### src/rtl/dec_bit_packer_pkg.sv
// Shared constants and types for the decoder output bit packer.
package dec_bit_packer_pkg;

    // Register-exchange depth; the first DEC_WARMUP bits of every frame are unreliable.
    localparam int DEC_WARMUP     = 60;
    localparam int DEC_WORD_W     = 8;
    localparam int DEC_FIFO_DEPTH = 4;
    localparam int DEC_BITS_W     = 16;

    typedef enum logic {
        S_WARM,
        S_PACK
    } pack_state_e;

    // Counter increment that sticks at all-ones instead of wrapping.
    function automatic logic [DEC_BITS_W-1:0] sat_inc(input logic [DEC_BITS_W-1:0] value);
        if (value == {DEC_BITS_W{1'b1}}) begin
            return value;
        end
        return value + DEC_BITS_W'(1);
    endfunction

endpackage

### src/rtl/dec_bit_packer_if.sv
// Bit-stream input and word-stream output of the decoder packer, bundled.
// The master modport is the packer; the slave modport is its environment.
interface dec_bit_packer_if #(
    parameter int WORD_W = 8
);
    // Serial decoded-bit stream from the path-metric stage (no back-pressure).
    logic              valid_i;
    logic              data_i;
    logic              last_i;

    // Packed word stream towards the sink (valid/ready).
    logic [WORD_W-1:0] word_o;
    logic              word_last_o;
    logic              word_valid_o;
    logic              word_ready_i;

    modport master (
        input  valid_i,
        input  data_i,
        input  last_i,
        input  word_ready_i,
        output word_o,
        output word_last_o,
        output word_valid_o
    );

    modport slave (
        output valid_i,
        output data_i,
        output last_i,
        output word_ready_i,
        input  word_o,
        input  word_last_o,
        input  word_valid_o
    );

endinterface

### src/rtl/dec_out_fifo.sv
// Small synchronous FIFO buffering packed words towards the sink.
// A push into a full FIFO is taken only when a pop frees a slot in the same cycle.
module dec_out_fifo #(
    parameter int WIDTH = 9,
    parameter int DEPTH = 4
) (
    input  logic             clk_i,
    input  logic             rst_ni,
    input  logic             flush_i,
    input  logic             push_i,
    input  logic [WIDTH-1:0] data_i,
    input  logic             pop_i,
    output logic [WIDTH-1:0] data_o,
    output logic             full_o,
    output logic             empty_o
);

    localparam int PTR_W = $clog2(DEPTH);
    localparam int CNT_W = PTR_W + 1;

    logic [WIDTH-1:0] mem_q [DEPTH];
    logic [PTR_W-1:0] wr_ptr_q;
    logic [PTR_W-1:0] rd_ptr_q;
    logic [CNT_W-1:0] count_q;

    logic do_push;
    logic do_pop;

    assign empty_o = (count_q == '0);
    assign full_o  = (count_q == CNT_W'(DEPTH));
    assign do_pop  = pop_i && !empty_o;
    assign do_push = push_i && (!full_o || do_pop);

    // Head word; forced to zero while empty so the stale array never leaks out.
    assign data_o  = empty_o ? '0 : mem_q[rd_ptr_q];

    // Pointer and occupancy bookkeeping; pointers wrap naturally since DEPTH is a power of 2.
    always_ff @(posedge clk_i or negedge rst_ni) begin
        if (!rst_ni) begin
            wr_ptr_q <= '0;
            rd_ptr_q <= '0;
            count_q  <= '0;
        end else if (flush_i) begin
            wr_ptr_q <= '0;
            rd_ptr_q <= '0;
            count_q  <= '0;
        end else begin
            if (do_push) begin
                wr_ptr_q <= wr_ptr_q + PTR_W'(1);
            end
            if (do_pop) begin
                rd_ptr_q <= rd_ptr_q + PTR_W'(1);
            end
            case ({do_push, do_pop})
                2'b10:   count_q <= count_q + CNT_W'(1);
                2'b01:   count_q <= count_q - CNT_W'(1);
                default: count_q <= count_q;
            endcase
        end
    end

    // Storage write port.
    // NOTE: the storage array has no reset; the occupancy count alone decides which
    // entries are meaningful, and the head output is masked while empty.
    always_ff @(posedge clk_i) begin
        if (do_push) begin
            mem_q[wr_ptr_q] <= data_i;
        end
    end

endmodule

### src/rtl/dec_bit_packer.sv
// Decoder output packer: drops the register-exchange warm-up bits of every frame,
// packs the remaining bits MSB-first into words and queues them for the sink.
module dec_bit_packer
    import dec_bit_packer_pkg::*;
#(
    parameter int WORD_W     = DEC_WORD_W,
    parameter int WARMUP     = DEC_WARMUP,
    parameter int FIFO_DEPTH = DEC_FIFO_DEPTH
) (
    input  logic                  clk_i,
    input  logic                  rst_ni,
    input  logic                  flush_i,
    dec_bit_packer_if.master      bus,
    output logic                  overflow_o,
    output logic [DEC_BITS_W-1:0] bits_o
);

    localparam int CNT_W  = $clog2(WORD_W);
    localparam int WARM_W = $clog2(WARMUP + 1);

    pack_state_e           state_q;
    logic [WARM_W-1:0]     warm_cnt_q;
    logic [CNT_W-1:0]      bit_cnt_q;
    logic [WORD_W-1:0]     sr_q;
    logic                  overflow_q;
    logic [DEC_BITS_W-1:0] bits_q;

    logic [WORD_W-1:0]     sr_d;
    logic                  word_done;
    logic [WORD_W-1:0]     push_word;
    logic                  drop_word;

    logic                  fifo_full;
    logic                  fifo_empty;
    logic [WORD_W:0]       fifo_head;

    // Next shift-register value, word-complete strobe and left-aligned push word.
    // NOTE: every signal gets a default at the top of the block so no path can
    // leave one unassigned and infer a latch.
    always_comb begin
        sr_d      = {sr_q[WORD_W-2:0], bus.data_i};
        word_done = 1'b0;
        push_word = '0;
        drop_word = 1'b0;
        if (!flush_i && bus.valid_i && (state_q == S_PACK)) begin
            word_done = (bit_cnt_q == CNT_W'(WORD_W - 1)) || bus.last_i;
        end
        // bit_cnt_q+1 fresh bits sit in the LSBs of sr_d; shifting pushes older bits out
        // the top and zero-pads a partial word.
        push_word = sr_d << (CNT_W'(WORD_W - 1) - bit_cnt_q);
        // A full FIFO only frees a slot this cycle if the sink takes its head.
        drop_word = word_done && fifo_full && !bus.word_ready_i;
    end

    // Warm-up / pack state machine with its counters, shift register and status flags.
    // NOTE: state is updated with non-blocking assignments only, so every branch
    // reads the pre-edge values regardless of statement order.
    always_ff @(posedge clk_i or negedge rst_ni) begin
        if (!rst_ni) begin
            state_q    <= S_WARM;
            warm_cnt_q <= '0;
            bit_cnt_q  <= '0;
            sr_q       <= '0;
            overflow_q <= 1'b0;
            bits_q     <= '0;
        end else if (flush_i) begin
            state_q    <= S_WARM;
            warm_cnt_q <= '0;
            bit_cnt_q  <= '0;
            sr_q       <= '0;
            overflow_q <= 1'b0;
            bits_q     <= '0;
        end else begin
            if (drop_word) begin
                overflow_q <= 1'b1;
            end
            if (bus.valid_i) begin
                case (state_q)
                    S_WARM: begin
                        if (bus.last_i) begin
                            // Frame ended during warm-up: nothing to emit, re-warm.
                            warm_cnt_q <= '0;
                        end else if (warm_cnt_q == WARM_W'(WARMUP - 1)) begin
                            warm_cnt_q <= warm_cnt_q + WARM_W'(1);
                            state_q    <= S_PACK;
                        end else begin
                            warm_cnt_q <= warm_cnt_q + WARM_W'(1);
                        end
                    end
                    S_PACK: begin
                        sr_q   <= sr_d;
                        bits_q <= sat_inc(bits_q);
                        if (word_done) begin
                            bit_cnt_q <= '0;
                        end else begin
                            bit_cnt_q <= bit_cnt_q + CNT_W'(1);
                        end
                        if (bus.last_i) begin
                            state_q    <= S_WARM;
                            warm_cnt_q <= '0;
                        end
                    end
                    default: begin
                        state_q <= S_WARM;
                    end
                endcase
            end
        end
    end

    dec_out_fifo #(
        .WIDTH (WORD_W + 1),
        .DEPTH (FIFO_DEPTH)
    ) u_fifo (
        .clk_i   (clk_i),
        .rst_ni  (rst_ni),
        .flush_i (flush_i),
        .push_i  (word_done),
        .data_i  ({bus.last_i, push_word}),
        .pop_i   (bus.word_ready_i),
        .data_o  (fifo_head),
        .full_o  (fifo_full),
        .empty_o (fifo_empty)
    );

    assign bus.word_o       = fifo_head[WORD_W-1:0];
    assign bus.word_last_o  = fifo_head[WORD_W];
    assign bus.word_valid_o = !fifo_empty;
    assign overflow_o       = overflow_q;
    assign bits_o           = bits_q;

endmodule
### src/flat_wrapper.sv
// flat-port wrapper written by rule: the top's interface ports become plain ports
module dec_bit_packer_flat import dec_bit_packer_pkg::*;
#(
    parameter int WORD_W     = DEC_WORD_W,
    parameter int WARMUP     = DEC_WARMUP,
    parameter int FIFO_DEPTH = DEC_FIFO_DEPTH
)
  (clk_i, rst_ni, flush_i, overflow_o, bits_o, bus_valid_i, bus_data_i, bus_last_i, bus_word_ready_i, bus_word_o, bus_word_last_o, bus_word_valid_o);
  dec_bit_packer_if #(.WORD_W(WORD_W)) bus_i ();
  input  logic clk_i;
  input  logic rst_ni;
  input  logic flush_i;
  output logic overflow_o;
  output logic [DEC_BITS_W-1:0] bits_o;
  input wire logic [$bits(bus_i.valid_i)-1:0] bus_valid_i;
  input wire logic [$bits(bus_i.data_i)-1:0] bus_data_i;
  input wire logic [$bits(bus_i.last_i)-1:0] bus_last_i;
  input wire logic [$bits(bus_i.word_ready_i)-1:0] bus_word_ready_i;
  output wire logic [$bits(bus_i.word_o)-1:0] bus_word_o;
  output wire logic [$bits(bus_i.word_last_o)-1:0] bus_word_last_o;
  output wire logic [$bits(bus_i.word_valid_o)-1:0] bus_word_valid_o;
  assign bus_i.valid_i = bus_valid_i;
  assign bus_i.data_i = bus_data_i;
  assign bus_i.last_i = bus_last_i;
  assign bus_i.word_ready_i = bus_word_ready_i;
  assign bus_word_o = bus_i.word_o;
  assign bus_word_last_o = bus_i.word_last_o;
  assign bus_word_valid_o = bus_i.word_valid_o;
  dec_bit_packer #(.WORD_W(WORD_W), .WARMUP(WARMUP), .FIFO_DEPTH(FIFO_DEPTH)) u_core (.clk_i(clk_i), .rst_ni(rst_ni), .flush_i(flush_i), .bus(bus_i), .overflow_o(overflow_o), .bits_o(bits_o));
endmodule
### config.mk
export PLATFORM = sky130hd
export DESIGN_NAME = dec_bit_packer_flat
export DESIGN_NICKNAME = d
export VERILOG_FILES = /design/src/rtl/dec_bit_packer_pkg.sv /design/src/rtl/dec_bit_packer_if.sv /design/src/rtl/dec_out_fifo.sv /design/src/rtl/dec_bit_packer.sv /design/src/flat_wrapper.sv
export SDC_FILE = /design/constraint.sdc
export NUM_CORES = 1
export LEC_CHECK = 0
export CAP_MARGIN = 20
export CORE_MARGIN = 1.5
export CORE_UTILIZATION = 30
export DETAILED_ROUTE_END_ITERATION = 16
export DONT_BUFFER_PORTS = 1
export GPL_ROUTABILITY_DRIVEN = 0
export MAX_ROUTING_LAYER = met4
export SLEW_MARGIN = 25
export SYNTH_ARGS = -nofsm -noshare
export SYNTH_HDL_FRONTEND = slang
export SYNTH_SLANG_ARGS = --single-unit
### constraint.sdc
create_clock -name clk_i -period 2.84 [get_ports clk_i]
set_input_delay 0.284 -clock clk_i [delete_from_list [all_inputs] [get_ports clk_i]]
set_output_delay 0.284 -clock clk_i [all_outputs]
set_load 0.03 [all_outputs]
==> impl_metrics.py <==
metrics = {
    "outcome": {
        "outcome": "finished clean",
    },
    "setup_path": {
        "path_cells": "ha_1, ha_1, or2_2, nand2_1, nand3_1, fa_1, o31ai_1, o311ai_0, a221oi_1",
        "cp_num_buf_inv": 0,
        "crit_path_top_delay_cell": "fa_1",
        "worst_ep_required_time_ps": 3080,
        "r2r_start": "u_core.bit_cnt_q[0]",
        "cpPeakStageDelay_ps": 480,
        "critPathLaunchType": "flop",
        "crit_family": "adder cells",
        "path_max_fanout": 4,
        "worstSetupPathType": "reg2reg",
        "startpoint": "u_core.bit_cnt_q[0]",
        "worst_ep_arrival_time_ps": 2880,
        "cp_common_cell": "ha_1",
        "worstSetupEndpointType": "flop",
    },
    "sta": {
        "fin_setup_tns_ps": 0,
        "fmax_mhz": 377,
        "final.setup.worst_slack_ps": 191,
        "finalMaxSlewViolations": 0,
        "slew-limit-headroom": 0.540,
        "min_period_ps": 2650,
        "rsz0062_at_grt": "no",
        "worst_pin_slew_ps": 688,
        "finClkSkew_ps": 5.74,
        "finalCritPeriodShare": 0.933,
        "setup_viol": 0,
        "final_hold_viol_count": 0,
    },
    "die": {
        "initial_utilization": 0.310,
        "rows": 41,
        "dieArea_mm2": 0.0138,
        "core_mm2": 0.0127,
        "die_w_um": 117,
        "io-pin-count": 34,
        "chipHeight_um": 117,
    },
    "global_routing": {
        "grt_pass1_vias": 2645,
        "gr-total-overflow": 0,
        "grtUsageTotal": 0.124,
        "antenna_found_initial": 0,
        "grt_max_degree": 42,
        "grt_pass1_wl_mm": 13.1,
    },
    "power": {
        "power_mw": 2.38,
        "vdd_drop_max_mv": 0.305,
        "leakagePower_nw": 1.60,
        "pwr_density_cell_mw_per_mm2": 530,
    },
    "yosys": {
        "synth_edf_count": 36,
        "synth_area_mm2": 0.00392,
        "syn_area_per_cell_um2": 11.7,
        "async_flop_share": 0.532,
        "ys_seq_area_frac": 0.537,
        "synth.distinct_cells": 53,
        "ys_seq_elements": 77,
        "synth_warnings": 0,
        "ys_dominant_reg_cell": "dfrtp_1",
        "syn_inst": 334,
        "syn-num-nets": 350,
    },
    "finish": {
        "final_core_util": 0.354,
        "final_cell_mix": "dfrtp_1 (41), edfxtp_1 (36), nand2_1 (24)",
        "drive_gt1_frac": 0.142,
        "multiInputGateArea_mm2": 0.00170,
        "syn2layout_area_growth_pct": 14.4,
        "final_common_cell": "dfrtp_1",
        "nNetsFinal": 355,
        "fillCellCount": 1243,
        "num_antenna_cells": 0,
        "register_area_mm2": 0.00211,
    },
    "drt": {
        "ant_nets": 0,
        "routedWlPerCell_um": 15.3,
        "remaining_drc_errors": 0,
        "routed_wl_mm": 7.90,
        "drt_iter0_markers": 201,
        "vias": 2646,
        "first_pass_iters": 4,
        "viasPerCell": 5.13,
    },
    "cts": {
        "cts_made_buffers": 9,
        "clk_path_buf_depth": 2,
        "cts_tree": "yes",
        "clock_latency_ps": 340,
        "cts_htree_levels": 3,
        "clk_pin_slew_ps": 60,
        "cts-root-buf": "clkbuf_16",
        "cts_sinks": 77,
    },
    "min_path": {
        "timing.hold.worst.start": "flush_i",
        "min_path_type": "in2reg",
    },
    "run": {
        "cap_violations": 0,
    },
    "placement": {
        "hpwlAfterDp_mm": 5.27,
        "pre_cts_ws_ps": 208,
        "io_buffers": 0,
    },
}
==> per-layer routing <==
layer  up-vias  wire length [um]  track usage
li1       1264                 -            -
met3        11               413       0.0447
met2        49              3740        0.186
met1      1322              3650        0.155
met5         -                 0            -
met4         0                91       0.0401
==> Yosys cell counts (7+ instances only) <==
library cell	instances	area (um2)
nand3_1	8	40.0
or3_1	7	43.8
edfxtp_1	36	1080
or4_1	7	52.6
o21ai_0	12	60.1
a21oi_1	20	100
nor2b_1	7	43.8
nor2_1	21	78.8
mux4_2	11	248
inv_1	11	41.3
and2_1	15	93.8
ha_1	8	100
clkbuf_1	16	60.1
a22o_1	7	61.3
nand2_1	24	90.1
o31ai_1	12	90.1
dfrtp_1	41	1030
==> cell families (layout without fill, tap and decap cells) <==
group / after synthesis / after routing / synth area share
buffers and inverters: 31 / 41 / 0.0306
AND/OR/NAND/NOR: 124 / 124 / 0.182
multiplexers: 24 / 24 / 0.0986
XOR/XNOR: 4 / 4 / 0.00893
adder cells (fa/ha/maj): 9 / 9 / 0.0306
AO/OA/AOI/OAI: 65 / 65 / 0.112
flip-flops: 77 / 77 / 0.537
==> per-stage QoR <==
| stage | hold slack (ps) | cells | cell area [um2] |
|---|---|---|---|
| after floorplan | -11.6 | 334 | 3920 |
| after global placement | -10.5 | 496 | 4130 |
| after detailed placement | -10.5 | 496 | 4130 |
| after CTS | 0.960 | 515 | 4480 |
| after global routing | 0.0279 | 516 | 4490 |
| final | 18.1 | 516 | 4490 |
==> power by group <==
part	switching, mW	internal [mW]	leakage [nW]	total [mW]
clock	0.477	0.693	0.151	1.17
sequential	0.00150	1.16	0.889	1.16
combinational	0.0306	0.0169	0.562	0.0475
total	0.509	1.87	1.60	2.38
==> sequential cells by signal, summed over array words and instances, names as in the netlist, 2 cells and up <==
signal / flops
u_core.u_fifo.wr_ptr_q: 2
u_core.u_fifo.mem_q: 36
u_core.u_fifo.rd_ptr_q: 2
u_core.sr_q: 7
u_core.warm_cnt_q: 6
u_core.bits_o: 16
u_core.u_fifo.count_q: 3
u_core.bit_cnt_q: 3
==> final timing paths <==
path                                                  end  slack [ps]  depth (start not counted)
worst max-delay path             u_core.u_fifo.count_q[1]         190                          9
worst min-delay path            u_core.u_fifo.wr_ptr_q[1]          20                          1
worst max register to register   u_core.u_fifo.count_q[1]         190                          9
worst min register to register             u_core.sr_q[6]         500                          1
max in group asynchronous                  u_core.sr_q[5]        2220                          2
min in group asynchronous               u_core.bits_o[15]         400                          2
==> layout make-up <==
cell class / instances / area share
clock inverter: 7 / 0.0176
timing repair buffer: 14 / 0.0279
tap: 172 / 0.0480
sequential: 77 / 0.469
inverter: 11 / 0.00920
multi-input combinational: 226 / 0.378
clock buffer: 9 / 0.0502
==> what timing repair did <==
item                      in CTS  in global routing
hold endpoints to repair      47                  1
gates resized for setup        0                  0
setup buffers                  0                  0
hold buffers                   3                  1
No activity file was read; power rests on OpenSTA's default activity.
